`src/rtl/mem_arbiter_pkg.sv`:
```
// ---------------------------------------------------------------------------
// mem_arbiter_pkg
// Shared types for the instruction/data cache memory arbiter: bus widths,
// line/address types, the arbiter state encoding and the port-select type
// used to remember which cache was granted last.
// ---------------------------------------------------------------------------
`timescale 1ns/1ps

package mem_arbiter_pkg;

  localparam int ADDR_W = 16;
  localparam int LINE_W = 128;

  typedef logic [ADDR_W-1:0] addr_t;
  typedef logic [LINE_W-1:0] line_t;

  typedef enum logic [1:0] {
    IDLE    = 2'd0,
    SERVE_I = 2'd1,
    SERVE_D = 2'd2
  } state_t;

  typedef enum logic {
    PORT_I = 1'b0,
    PORT_D = 1'b1
  } port_t;

endpackage : mem_arbiter_pkg

```
`src/rtl/mem_arbiter_if.sv`:
```
// ---------------------------------------------------------------------------
// mem_arbiter_if
// Bundles the three buses around the arbiter:
//   instruction cache : i_read, i_address -> i_resp, i_rdata
//   data cache        : d_read, d_write, d_address, d_wdata -> d_resp, d_rdata
//   physical memory   : mem_read, mem_write, mem_address, mem_wdata
//                       <- mem_resp, mem_rdata
// Modports:
//   slave  - the arbiter: serves both caches and forwards to memory.
//   master - the environment: the two caches plus the memory.
// ---------------------------------------------------------------------------
`timescale 1ns/1ps

interface mem_arbiter_if;
  import mem_arbiter_pkg::*;

  // Instruction cache
  logic  i_read;
  addr_t i_address;
  logic  i_resp;
  line_t i_rdata;

  // Data cache
  logic  d_read;
  logic  d_write;
  addr_t d_address;
  line_t d_wdata;
  logic  d_resp;
  line_t d_rdata;

  // Physical memory
  logic  mem_read;
  logic  mem_write;
  addr_t mem_address;
  line_t mem_wdata;
  logic  mem_resp;
  line_t mem_rdata;

  modport slave (
    input  i_read, i_address,
    input  d_read, d_write, d_address, d_wdata,
    input  mem_resp, mem_rdata,
    output i_resp, i_rdata,
    output d_resp, d_rdata,
    output mem_read, mem_write, mem_address, mem_wdata
  );

  modport master (
    output i_read, i_address,
    output d_read, d_write, d_address, d_wdata,
    output mem_resp, mem_rdata,
    input  i_resp, i_rdata,
    input  d_resp, d_rdata,
    input  mem_read, mem_write, mem_address, mem_wdata
  );

endinterface : mem_arbiter_if

```
`src/rtl/mem_arbiter.sv`:
```
// ---------------------------------------------------------------------------
// mem_arbiter
// Shares one physical memory port between an instruction cache and a data
// cache. At most one transaction is in flight. Ties are broken in favour of
// the port not served last, so two continuously requesting caches alternate.
// Every transaction is followed by at least one IDLE cycle with no memory
// request.
//
// Ports:
//   clk  - system clock, rising edge
//   rst  - asynchronous, active-high reset
//   bus  - mem_arbiter_if.slave (cache and memory buses)
//
// Only the state and the last-served port are registered. While a port is
// being served its request lines are forwarded to memory combinationally and
// mem_resp is reflected back as the completion pulse in the same cycle, so a
// requester that drops its lines mid-service drops the memory request with it.
// ---------------------------------------------------------------------------
`timescale 1ns/1ps

module mem_arbiter
  import mem_arbiter_pkg::*;
(
  input  logic          clk,
  input  logic          rst,
  mem_arbiter_if.slave  bus
);

  state_t r_state;
  port_t  r_last_served;
  logic   w_d_req;

  assign w_d_req = bus.d_read | bus.d_write;

  // NOTE: sequential state uses non-blocking assignments so every register
  // samples the pre-edge values, independent of statement order.
  always_ff @(posedge clk or posedge rst) begin
    if (rst) begin
      r_state       <= IDLE;
      r_last_served <= PORT_D;   // first tie after reset goes to I
    end else begin
      case (r_state)
        IDLE: begin
          // I wins when it is alone, or on a tie when D was served last.
          if (bus.i_read && (!w_d_req || r_last_served == PORT_D)) begin
            r_state       <= SERVE_I;
            r_last_served <= PORT_I;
          end else if (w_d_req) begin
            r_state       <= SERVE_D;
            r_last_served <= PORT_D;
          end
          // mem_resp arriving here belongs to an abandoned transaction.
        end
        SERVE_I, SERVE_D: begin
          // Held until memory completes, whatever the requester does.
          if (bus.mem_resp) begin
            r_state <= IDLE;
          end
        end
        default: r_state <= IDLE;
      endcase
    end
  end

  // NOTE: every output gets a default before the case so no path leaves a
  // signal unassigned, which would otherwise infer a latch.
  always_comb begin
    bus.mem_read    = 1'b0;
    bus.mem_write   = 1'b0;
    bus.mem_address = '0;
    bus.mem_wdata   = '0;
    bus.i_resp      = 1'b0;
    bus.d_resp      = 1'b0;
    case (r_state)
      SERVE_I: begin
        bus.mem_read    = bus.i_read;
        bus.mem_address = bus.i_address;
        bus.i_resp      = bus.mem_resp;
      end
      SERVE_D: begin
        bus.mem_read    = bus.d_read;
        bus.mem_write   = bus.d_write;
        bus.mem_address = bus.d_address;
        bus.mem_wdata   = bus.d_wdata;
        bus.d_resp      = bus.mem_resp;
      end
      default: ;
    endcase
  end

  // Read data is broadcast; the resp pulse tells each cache when it is valid.
  assign bus.i_rdata = bus.mem_rdata;
  assign bus.d_rdata = bus.mem_rdata;

endmodule : mem_arbiter
```
`src/flat_wrapper.sv`:
```
// flat-port wrapper written by rule: the top's interface ports become plain ports
module mem_arbiter_flat import mem_arbiter_pkg::*;
  (clk, rst, bus_i_read, bus_i_address, bus_d_read, bus_d_write, bus_d_address, bus_d_wdata, bus_mem_resp, bus_mem_rdata, bus_i_resp, bus_i_rdata, bus_d_resp, bus_d_rdata, bus_mem_read, bus_mem_write, bus_mem_address, bus_mem_wdata);
  mem_arbiter_if bus_i ();
  input  logic clk;
  input  logic rst;
  input wire logic [$bits(bus_i.i_read)-1:0] bus_i_read;
  input wire logic [$bits(bus_i.i_address)-1:0] bus_i_address;
  input wire logic [$bits(bus_i.d_read)-1:0] bus_d_read;
  input wire logic [$bits(bus_i.d_write)-1:0] bus_d_write;
  input wire logic [$bits(bus_i.d_address)-1:0] bus_d_address;
  input wire logic [$bits(bus_i.d_wdata)-1:0] bus_d_wdata;
  input wire logic [$bits(bus_i.mem_resp)-1:0] bus_mem_resp;
  input wire logic [$bits(bus_i.mem_rdata)-1:0] bus_mem_rdata;
  output wire logic [$bits(bus_i.i_resp)-1:0] bus_i_resp;
  output wire logic [$bits(bus_i.i_rdata)-1:0] bus_i_rdata;
  output wire logic [$bits(bus_i.d_resp)-1:0] bus_d_resp;
  output wire logic [$bits(bus_i.d_rdata)-1:0] bus_d_rdata;
  output wire logic [$bits(bus_i.mem_read)-1:0] bus_mem_read;
  output wire logic [$bits(bus_i.mem_write)-1:0] bus_mem_write;
  output wire logic [$bits(bus_i.mem_address)-1:0] bus_mem_address;
  output wire logic [$bits(bus_i.mem_wdata)-1:0] bus_mem_wdata;
  assign bus_i.i_read = bus_i_read;
  assign bus_i.i_address = bus_i_address;
  assign bus_i.d_read = bus_d_read;
  assign bus_i.d_write = bus_d_write;
  assign bus_i.d_address = bus_d_address;
  assign bus_i.d_wdata = bus_d_wdata;
  assign bus_i.mem_resp = bus_mem_resp;
  assign bus_i.mem_rdata = bus_mem_rdata;
  assign bus_i_resp = bus_i.i_resp;
  assign bus_i_rdata = bus_i.i_rdata;
  assign bus_d_resp = bus_i.d_resp;
  assign bus_d_rdata = bus_i.d_rdata;
  assign bus_mem_read = bus_i.mem_read;
  assign bus_mem_write = bus_i.mem_write;
  assign bus_mem_address = bus_i.mem_address;
  assign bus_mem_wdata = bus_i.mem_wdata;
  mem_arbiter u_core (.clk(clk), .rst(rst), .bus(bus_i));
endmodule
```
`config.mk`:
```
export PLATFORM = sky130hd
export DESIGN_NAME = mem_arbiter_flat
export DESIGN_NICKNAME = d
export VERILOG_FILES = /design/src/rtl/mem_arbiter_pkg.sv /design/src/rtl/mem_arbiter_if.sv /design/src/rtl/mem_arbiter.sv /design/src/flat_wrapper.sv
export SDC_FILE = /design/constraint.sdc
export NUM_CORES = 1
export LEC_CHECK = 0
export CORE_AREA = 3 3 273 275
export CTS_BUF_LIST = sky130_fd_sc_hd__clkbuf_8
export DETAILED_ROUTE_END_ITERATION = 8
export DIE_AREA = 0 0 276 278
export SLEW_MARGIN = 40
export SYNTH_ARGS = -nofsm -noshare
export SYNTH_HDL_FRONTEND = slang
export SYNTH_SLANG_ARGS = --single-unit
```
`constraint.sdc`:
```
create_clock -name clk -period 2.9 [get_ports clk]
set_input_delay 0.435 -clock clk [delete_from_list [all_inputs] [get_ports clk]]
set_output_delay 0.435 -clock clk [all_outputs]
set_load 0.02 [all_outputs]
```
After elaboration in Yosys (flattened, before gate mapping) --
Cells that the tools add are included.
Storage, ports and cells: output and inout port bits 404, register bits after elaboration 3, input bits 294, logic and storage cells 27
Cells by class: bitwise logic cells 1, muxes and demuxes 12, reduce and logical (&&, ||, !) cells 8, eq/ne operators 4
Operators by type and width (number):
- 2-to-1 mux 128 bit | 1
- case mux 16 bit (2 select lines) | 1
- 2-to-1 mux 2 bit | 3
- 2-to-1 mux 1 bit | 5
- case mux 2 bit (2 select lines) | 1
- AND reduction 2 bit | 2
- inequality test 3 x 1 -> 1 bit, second input constant | 1
- equality test 2 x 1 -> 1 bit, second input constant | 1
- equality test 2 bit, second input constant | 1
- logical NOT 2 bit | 1
- inequality test 2 bit, second input constant | 1
- case mux 1 bit (2 select lines) | 1
- nonzero test 2 bit | 1
- OR reduction 2 bit | 1
- logical AND 1 bit | 1
- logical NOT 1 bit | 1
- logical OR 1 bit | 1
- bitwise OR 1 bit | 1

Logic depth before layout (Yosys ltp) --
Gate-level depths: netlist of run 1.
word-level depth 6, mapped depth 6

Least setup slack after synthesis of run 1 --
OpenSTA, ideal clock, no wires.
path type register to output, start reg u_core.r_state[0], end out bus_mem_address[0], slack 1153 ps, stages on the path, launching flop included 5, data required time 2465 ps, arrival 1312 ps, buffers on the path 1, cell sequence dfrtp_1 -> inv_1 -> ha_1 -> clkbuf_1 -> nor2b_1
On the way: word-level cells in the longest chain between the ends 2, elaborated cells on any way between the ends 3, those cells by class eq/ne (2); mux (1)
RTL lines:
- start: declaration | line mem_arbiter.sv:29 | state_t r_state;
- start signal: assignment | line mem_arbiter.sv:39 | r_state <= IDLE;
- start signal: assignment | line mem_arbiter.sv:46 | r_state <= SERVE_I;
- start signal: assignment | line mem_arbiter.sv:49 | r_state <= SERVE_D;
- equality test 2 bit / equality test 2 x 1 -> 1 bit (equally long branches) | line mem_arbiter.sv:74 | case (r_state)
- case mux 16 bit (2 select lines) (*) | line mem_arbiter.sv:74
- end: declaration | line flat_wrapper.sv:21 | output wire logic [$bits(bus_i.mem_address)-1:0] bus_mem_address;
Mark *: on every way between the ends. The rest lies on a longest branch, timed or not.

Worst setup path after layout of run 1 --
start reg u_core.r_state[1], end out bus_mem_address[15]
Same word-level chain as after synthesis.

==> flow_summary.json, run 1 <==
{
  "worstSetupPathType": "reg -> out",
  "hpwl_um": 24200,
  "htreeDepth": 1,
  "core-area_sq_um": 72600,
  "ir_drop_mv": 0.612,
  "cts_hold_buf": 0,
  "max_freq_ghz": 0.371,
  "grt_util_all_layers_pct": 6.45,
  "slowest_stage": "clkdlybuf4s50_1",
  "cts.path.max_buffers": 2,
  "postLayoutCoreUtil_pct": 7.81,
  "dp.cells": 1466,
  "rr_startpoint": "u_core.r_state[0]",
  "fin_tns_setup_ps": 0,
  "drive_above_1_share_pct": 6.85,
  "min_period_over_period_pct": 93.0,
  "rr_worst_depth": 5,
  "die_area_sq_um": 76700,
  "grt_pass1_vias": 3398,
  "wl_per_cell_um": 17.9,
  "drtIter0Drc": 72,
  "num-fill-cells": 8547,
  "clockRootBuffer": "clkbuf_8",
  "num_io_pins": 698,
  "areaGrowthSynthToFinish_pct": 72.7,
  "numPortBuffers": 313,
  "cap_violations": 0,
  "overflow": 0,
  "run_status": "completed",
  "fin_crit_ps": 2700,
  "instances_no_fill": 1475,
  "synth_seq_area_share_pct": 2.33,
  "cts.clk_slew.worst_paths_ps": 30,
  "clkSinkCount": 3,
  "end_kind": "output port",
  "clock_power_share_pct": 3.4,
  "die_h_um": 278,
  "skew_ps": 1.32,
  "r2r-end": "u_core.r_state[0]",
  "power_density_nw_per_um2": 605,
  "numCtsBuffers": 3,
  "vias": 3081,
  "post-cts-setup-buffer-count": 0,
  "crit_family": "buffers and inverters",
  "internal-power_mw": 1.68,
  "worst_slew_pin_slew_ps": 400,
  "drcViolationCount": 0,
  "setup_viol": 0,
  "synth_cells": 462,
  "gp_congestion": 0.772,
  "slew_headroom_pct": 73.4,
  "path_cells": "inv_1 > ha_1 > buf_4 > a22oi_1 > nor2b_1 > clkdlybuf4s50_1",
  "synth_mux_area_share_pct": 0,
  "insertion_delay_ps": 220,
  "post_synth_and_or_nand_nor_area_fraction_pct": 29.1,
  "synthXorXnorAreaFrac_pct": 0,
  "grt_pass1_wl_um": 32700,
  "grt_setup_unrepaired": "false",
  "synth_compound_area_share_pct": 5.19,
  "rows": 99,
  "start_kind": "flop",
  "hold_class": "in -> async",
  "cp_max_fo": 11,
  "combPwrFrac_pct": 94.2,
  "switchingPower_mw": 1.75,
  "cp_slowest_stage_delay_ps": 610,
  "dr.pass1.iters": 4,
  "synth_top_family_by_area": "buffers and inverters",
  "syn_area_per_cell_sq_um": 7.10,
  "cp_num_buf_inv": 3,
  "viasPerCell": 2.09,
  "synthAdderAreaFrac_pct": 1.14,
  "synth.distinct_cells": 20,
  "crit_required_ps": 2470,
  "slew_viol_final": 0,
  "yosys_warnings": 0,
  "drtAntennaViolNets": 0,
  "syn-num-nets": 759,
  "finalHoldViolCount": 0,
  "syn_area_sq_um": 3280,
  "routed_wl_um": 26500,
  "initial_core_util_pct": 4.52,
  "swShare_pct": 51.1,
  "grt_max_degree": 49,
  "seq_power_share_pct": 2.4,
  "cts_tree": "yes",
  "die_x_um": 276,
  "cp.arrival_ps": 2260,
  "antenna_found_initial": 17,
  "p_leak_nw": 1.80,
  "ys_ff_latch": 3,
  "cts_resized": 0,
  "r2r_slack_ps": 1260,
  "fin_nets": 809
}
==> synth_stat cells <==
cell	number	share of area, %
a21oi_1	2	0.31
nor2b_4	1	0.42
and2_1	131	25
buf_4	258	59
inv_1	4	0.46
nor2_1	2	0.23
a211o_1	1	0.27
buf_2	2	0.31
o21ai_1	1	0.15
nor2b_1	17	3.2
buf_6	1	0.34
clkbuf_2	13	2.0
nand2_1	2	0.23
o32ai_1	1	0.27
ha_1	3	1.1
dfstp_2	1	0.80
clkbuf_1	1	0.11
o21ai_0	2	0.31
a22oi_1	17	3.9
dfrtp_1	2	1.5
==> layout make-up <==
| type | count | area, sq um | area share [%] |
|---|---|---|---|
| tap | 959 | 1200 | 21.2 |
| clock inverter | 1 | 3.75 | 0.0662 |
| antenna | 5 | 12.5 | 0.221 |
| timing repair buffer | 320 | 3140 | 55.5 |
| clock buffer | 3 | 41.3 | 0.729 |
| multi-input combinational | 180 | 1170 | 20.7 |
| inverter | 4 | 15.0 | 0.265 |
| sequential | 3 | 76.3 | 1.35 |
==> flip-flops by register name, summed over array words and instances (netlist names) <==
register,count
u_core.r_state,2
u_core.r_last_served,1
==> kinds of logic (layout without fill, tap and decap cells) <==
logic type	after synthesis	after routing
buf+inv	279	328
other cells	0	5
simple gates	153	153
flops	3	3
fa+ha+maj	3	3
compound gates	24	24
==> power by group through the flow <==
| stage | combinational (mW) | sequential [mW] | clock [mW] |
|---|---|---|---|
| after global placement | 3.36 | 0.0819 | 0 |
| after floorplan | 2.08 | 0.0764 | 0 |
| after detailed placement | 3.35 | 0.0817 | 0 |
| final | 3.23 | 0.0815 | 0.118 |
| after CTS | 3.37 | 0.0813 | 0.122 |
| after global routing | 3.50 | 0.0845 | 0.128 |
==> routing by layer <==
layer	GRT usage (%)	share of wire, %	routed length (um)
met5	0	0.60	158
met4	2.45	4.1	1070
met3	5.97	21	5500
met2	11.2	47	12400
met1	4.98	28	7310
==> worst max-delay path by stage <==
stage / startpoint / end / slack, ps / cells after the start
after CTS: u_core.r_state[1] / bus_mem_address[15] / 180 / 6
after global routing: u_core.r_state[1] / bus_mem_address[15] / 50 / 6
after detailed placement: u_core.r_state[0] / bus_mem_address[15] / 420 / 6
final: u_core.r_state[1] / bus_mem_address[15] / 200 / 6
after floorplan: u_core.r_state[0] / bus_mem_address[0] / 1150 / 4
after global placement: u_core.r_state[0] / bus_mem_address[15] / 410 / 6
==> layout by cell type, fill, tap and decap left out <==
master and count:
a211o_1 1, a21oi_1 2, a22oi_1 17, and2_1 131, buf_12 1, buf_4 28, clkbuf_8 3, clkdlybuf4s50_1 291
dfrtp_1 2, dfstp_2 1, diode_2 5, ha_1 2, ha_4 1, inv_1 5, nand2_1 2, nor2_1 2
nor2b_1 17, nor2b_4 1, o21ai_0 2, o21ai_1 1, o32ai_1 1
==> through the flow <==
step                      instance area [sq um]  setup WS [ps]  hold WS, ps  power [mW]
after CTS                                  5650            182          389        3.57
after floorplan                            3280           1150          188        2.16
final                                      5670            202          391        3.43
after global routing                       5660           54.1          398        3.71
after detailed placement                   5610            420          495        3.43
after global placement                     5610            405          485        3.44
Note: power is estimated with default switching activity, not from simulation.
==> run 2, diff against run 1 <==
--- a/config.mk
+++ b/config.mk
@@ -5,11 +5,14 @@
 export SDC_FILE = /design/constraint.sdc
 export NUM_CORES = 1
 export LEC_CHECK = 0
+export CAP_MARGIN = 20
 export CORE_AREA = 3 3 273 275
 export CTS_BUF_LIST = sky130_fd_sc_hd__clkbuf_8
 export DETAILED_ROUTE_END_ITERATION = 8
 export DIE_AREA = 0 0 276 278
+export RECOVER_POWER = 50
 export SLEW_MARGIN = 40
 export SYNTH_ARGS = -nofsm -noshare
 export SYNTH_HDL_FRONTEND = slang
 export SYNTH_SLANG_ARGS = --single-unit
+export TNS_END_PERCENT = 30
==> run 2 against run 1 <==
  * Setup slack unchanged
  * Non-clock buffer count is the same
  * Fmax did not move
  * Clock skew stayed put
  * Critical endpoint unchanged
==> flow_summary.json, run 2 (synthesis gave the netlist of run 1 again) <==
{
  "run_status": "completed",
  "numPortBuffers": 313,
  "layout_common_cells": "clkdlybuf4s50_1 (290), and2_1 (131), buf_4 (28)",
  "worst_slew_pin_slew_ps": 400,
  "clkSinkCount": 3,
  "core-area_sq_um": 72600,
  "dp_slack_ps": 420,
  "cap_violations": 0,
  "num-fill-cells": 8547,
  "die_h_um": 278,
  "cts_hold_buf": 0,
  "hpwl_um": 24200,
  "vias": 3081,
  "numCtsBuffers": 3,
  "max_freq_ghz": 0.371,
  "start_kind": "flop",
  "drtAntennaViolNets": 0,
  "grt_pass1_wl_um": 32700,
  "rows": 99,
  "initial_core_util_pct": 4.52,
  "top_register": "u_core.r_state",
  "cts_tree": "yes",
  "regArea_sq_um": 76.3,
  "cp.arrival_ps": 2260,
  "cts.clk_slew.worst_paths_ps": 30,
  "overflow": 0,
  "slew_viol_final": 0,
  "crit_required_ps": 2470,
  "die_area_sq_um": 76700,
  "routed_wl_um": 26500,
  "drtIter0Drc": 72,
  "cts_resized": 0,
  "postLayoutCoreUtil_pct": 7.81,
  "antenna_found_initial": 17,
  "areaGrowthSynthToFinish_pct": 72.7,
  "slew_headroom_pct": 73.4,
  "final_common_cell": "clkdlybuf4s50_1",
  "htreeDepth": 1,
  "grt_max_degree": 49,
  "wl_per_cell_um": 17.9,
  "fin_ws_ps": 202,
  "ir_drop_mv": 0.612,
  "drcViolationCount": 0,
  "viasPerCell": 2.09,
  "p_leak_nw": 1.80,
  "dr.pass1.iters": 4,
  "cts.path.max_buffers": 2,
  "drive_above_1_share_pct": 6.85,
  "power_density_nw_per_um2": 605,
  "die_x_um": 276,
  "setup_viol": 0,
  "clockRootBuffer": "clkbuf_8",
  "end_kind": "output port",
  "worstSetupPathType": "reg -> out",
  "top_regs": "u_core.r_state (2), u_core.r_last_served (1)",
  "fin_crit_ps": 2700,
  "hold_class": "reg -> reg",
  "grt_util_all_layers_pct": 6.45,
  "finalHoldViolCount": 0,
  "largest_register_ffs": 2,
  "fin_nets": 809,
  "skew_ps": 1.32,
  "gp_congestion": 0.772,
  "multi_input_area_sq_um": 1170,
  "post-cts-setup-buffer-count": 0,
  "min_period_over_period_pct": 93.0,
  "insertion_delay_ps": 220,
  "grt_pass1_vias": 3398,
  "cp_max_fo": 11,
  "grt_setup_unrepaired": "false",
  "num_io_pins": 698,
  "fin_tns_setup_ps": 0
}
-- run 2: changes by cell type in the layout (fill, tap and decap cells not counted) --
| cell | delta |
|---|---|
| dlygate4sd3_1 | +1 |
| clkdlybuf4s50_1 | -1 |
-- run 2: worst max-delay path, cell delays in order (launching register included) --
cell	delay, ps
dfrtp_1	390
inv_1	110
ha_1	330
buf_4	270
a22oi_1	170
nor2b_1	150
clkdlybuf4s50_1	610
-- run 2: path summary, 6_finish.rpt --
path	from	to	slack, ps	cells past startpoint
max	u_core.r_state[1]	bus_mem_address[15]	200	6
min	u_core.r_last_served	u_core.r_last_served	490	2
max reg2reg	u_core.r_state[0]	u_core.r_state[0]	1260	5
min reg2reg	u_core.r_last_served	u_core.r_last_served	490	2
max in group asynchronous	rst	u_core.r_last_served	2150	2
min in group asynchronous	rst	u_core.r_state[1]	530	2
-- run 2: routing by layer --
layer	share of wire (%)	vias up	GRT usage (%)	routed length [um]
li1	-	1257	-	-
met1	28	1218	4.98	7310
met2	47	476	11.2	12400
met3	21	106	5.97	5500
met4	4.1	24	2.45	1070
met5	0.60	-	0	158
-- run 2: through the flow --
stage	hold WS (ps)	instance area, sq um	total power [mW]	std cells
final	494	5670	3.43	1475
after global routing	535	5660	3.71	1471
after CTS	389	5650	3.57	1470
after detailed placement	495	5610	3.43	1466
after global placement	485	5610	3.44	1466
after floorplan	188	3280	2.16	462
-- run 2: final cells by class --
type / instances / area share [%]
tap: 959 / 21.2
inverter: 4 / 0.265
clock inverter: 1 / 0.0662
clock buffer: 3 / 0.729
multi-input combinational: 180 / 20.7
timing repair buffer: 320 / 55.5
antenna: 5 / 0.221
sequential: 3 / 1.35
-- run 2: where the power goes --
group	switching, mW	leakage [nW]	internal (mW)
clock	0.0278	0.0269	0.0901
sequential	0.0149	0.0361	0.0667
combinational	1.71	1.73	1.52
total	1.75	1.80	1.68
==> run 3, diff against run 2 <==
--- a/config.mk
+++ b/config.mk
@@ -11,6 +11,7 @@
 export DETAILED_ROUTE_END_ITERATION = 8
 export DIE_AREA = 0 0 276 278
 export RECOVER_POWER = 50
+export SKIP_LAST_GASP = 1
 export SLEW_MARGIN = 40
 export SYNTH_ARGS = -nofsm -noshare
 export SYNTH_HDL_FRONTEND = slang
==> results of run 3 <==
Same layout as run 2: the final DEF is identical, and so are final timing and power.
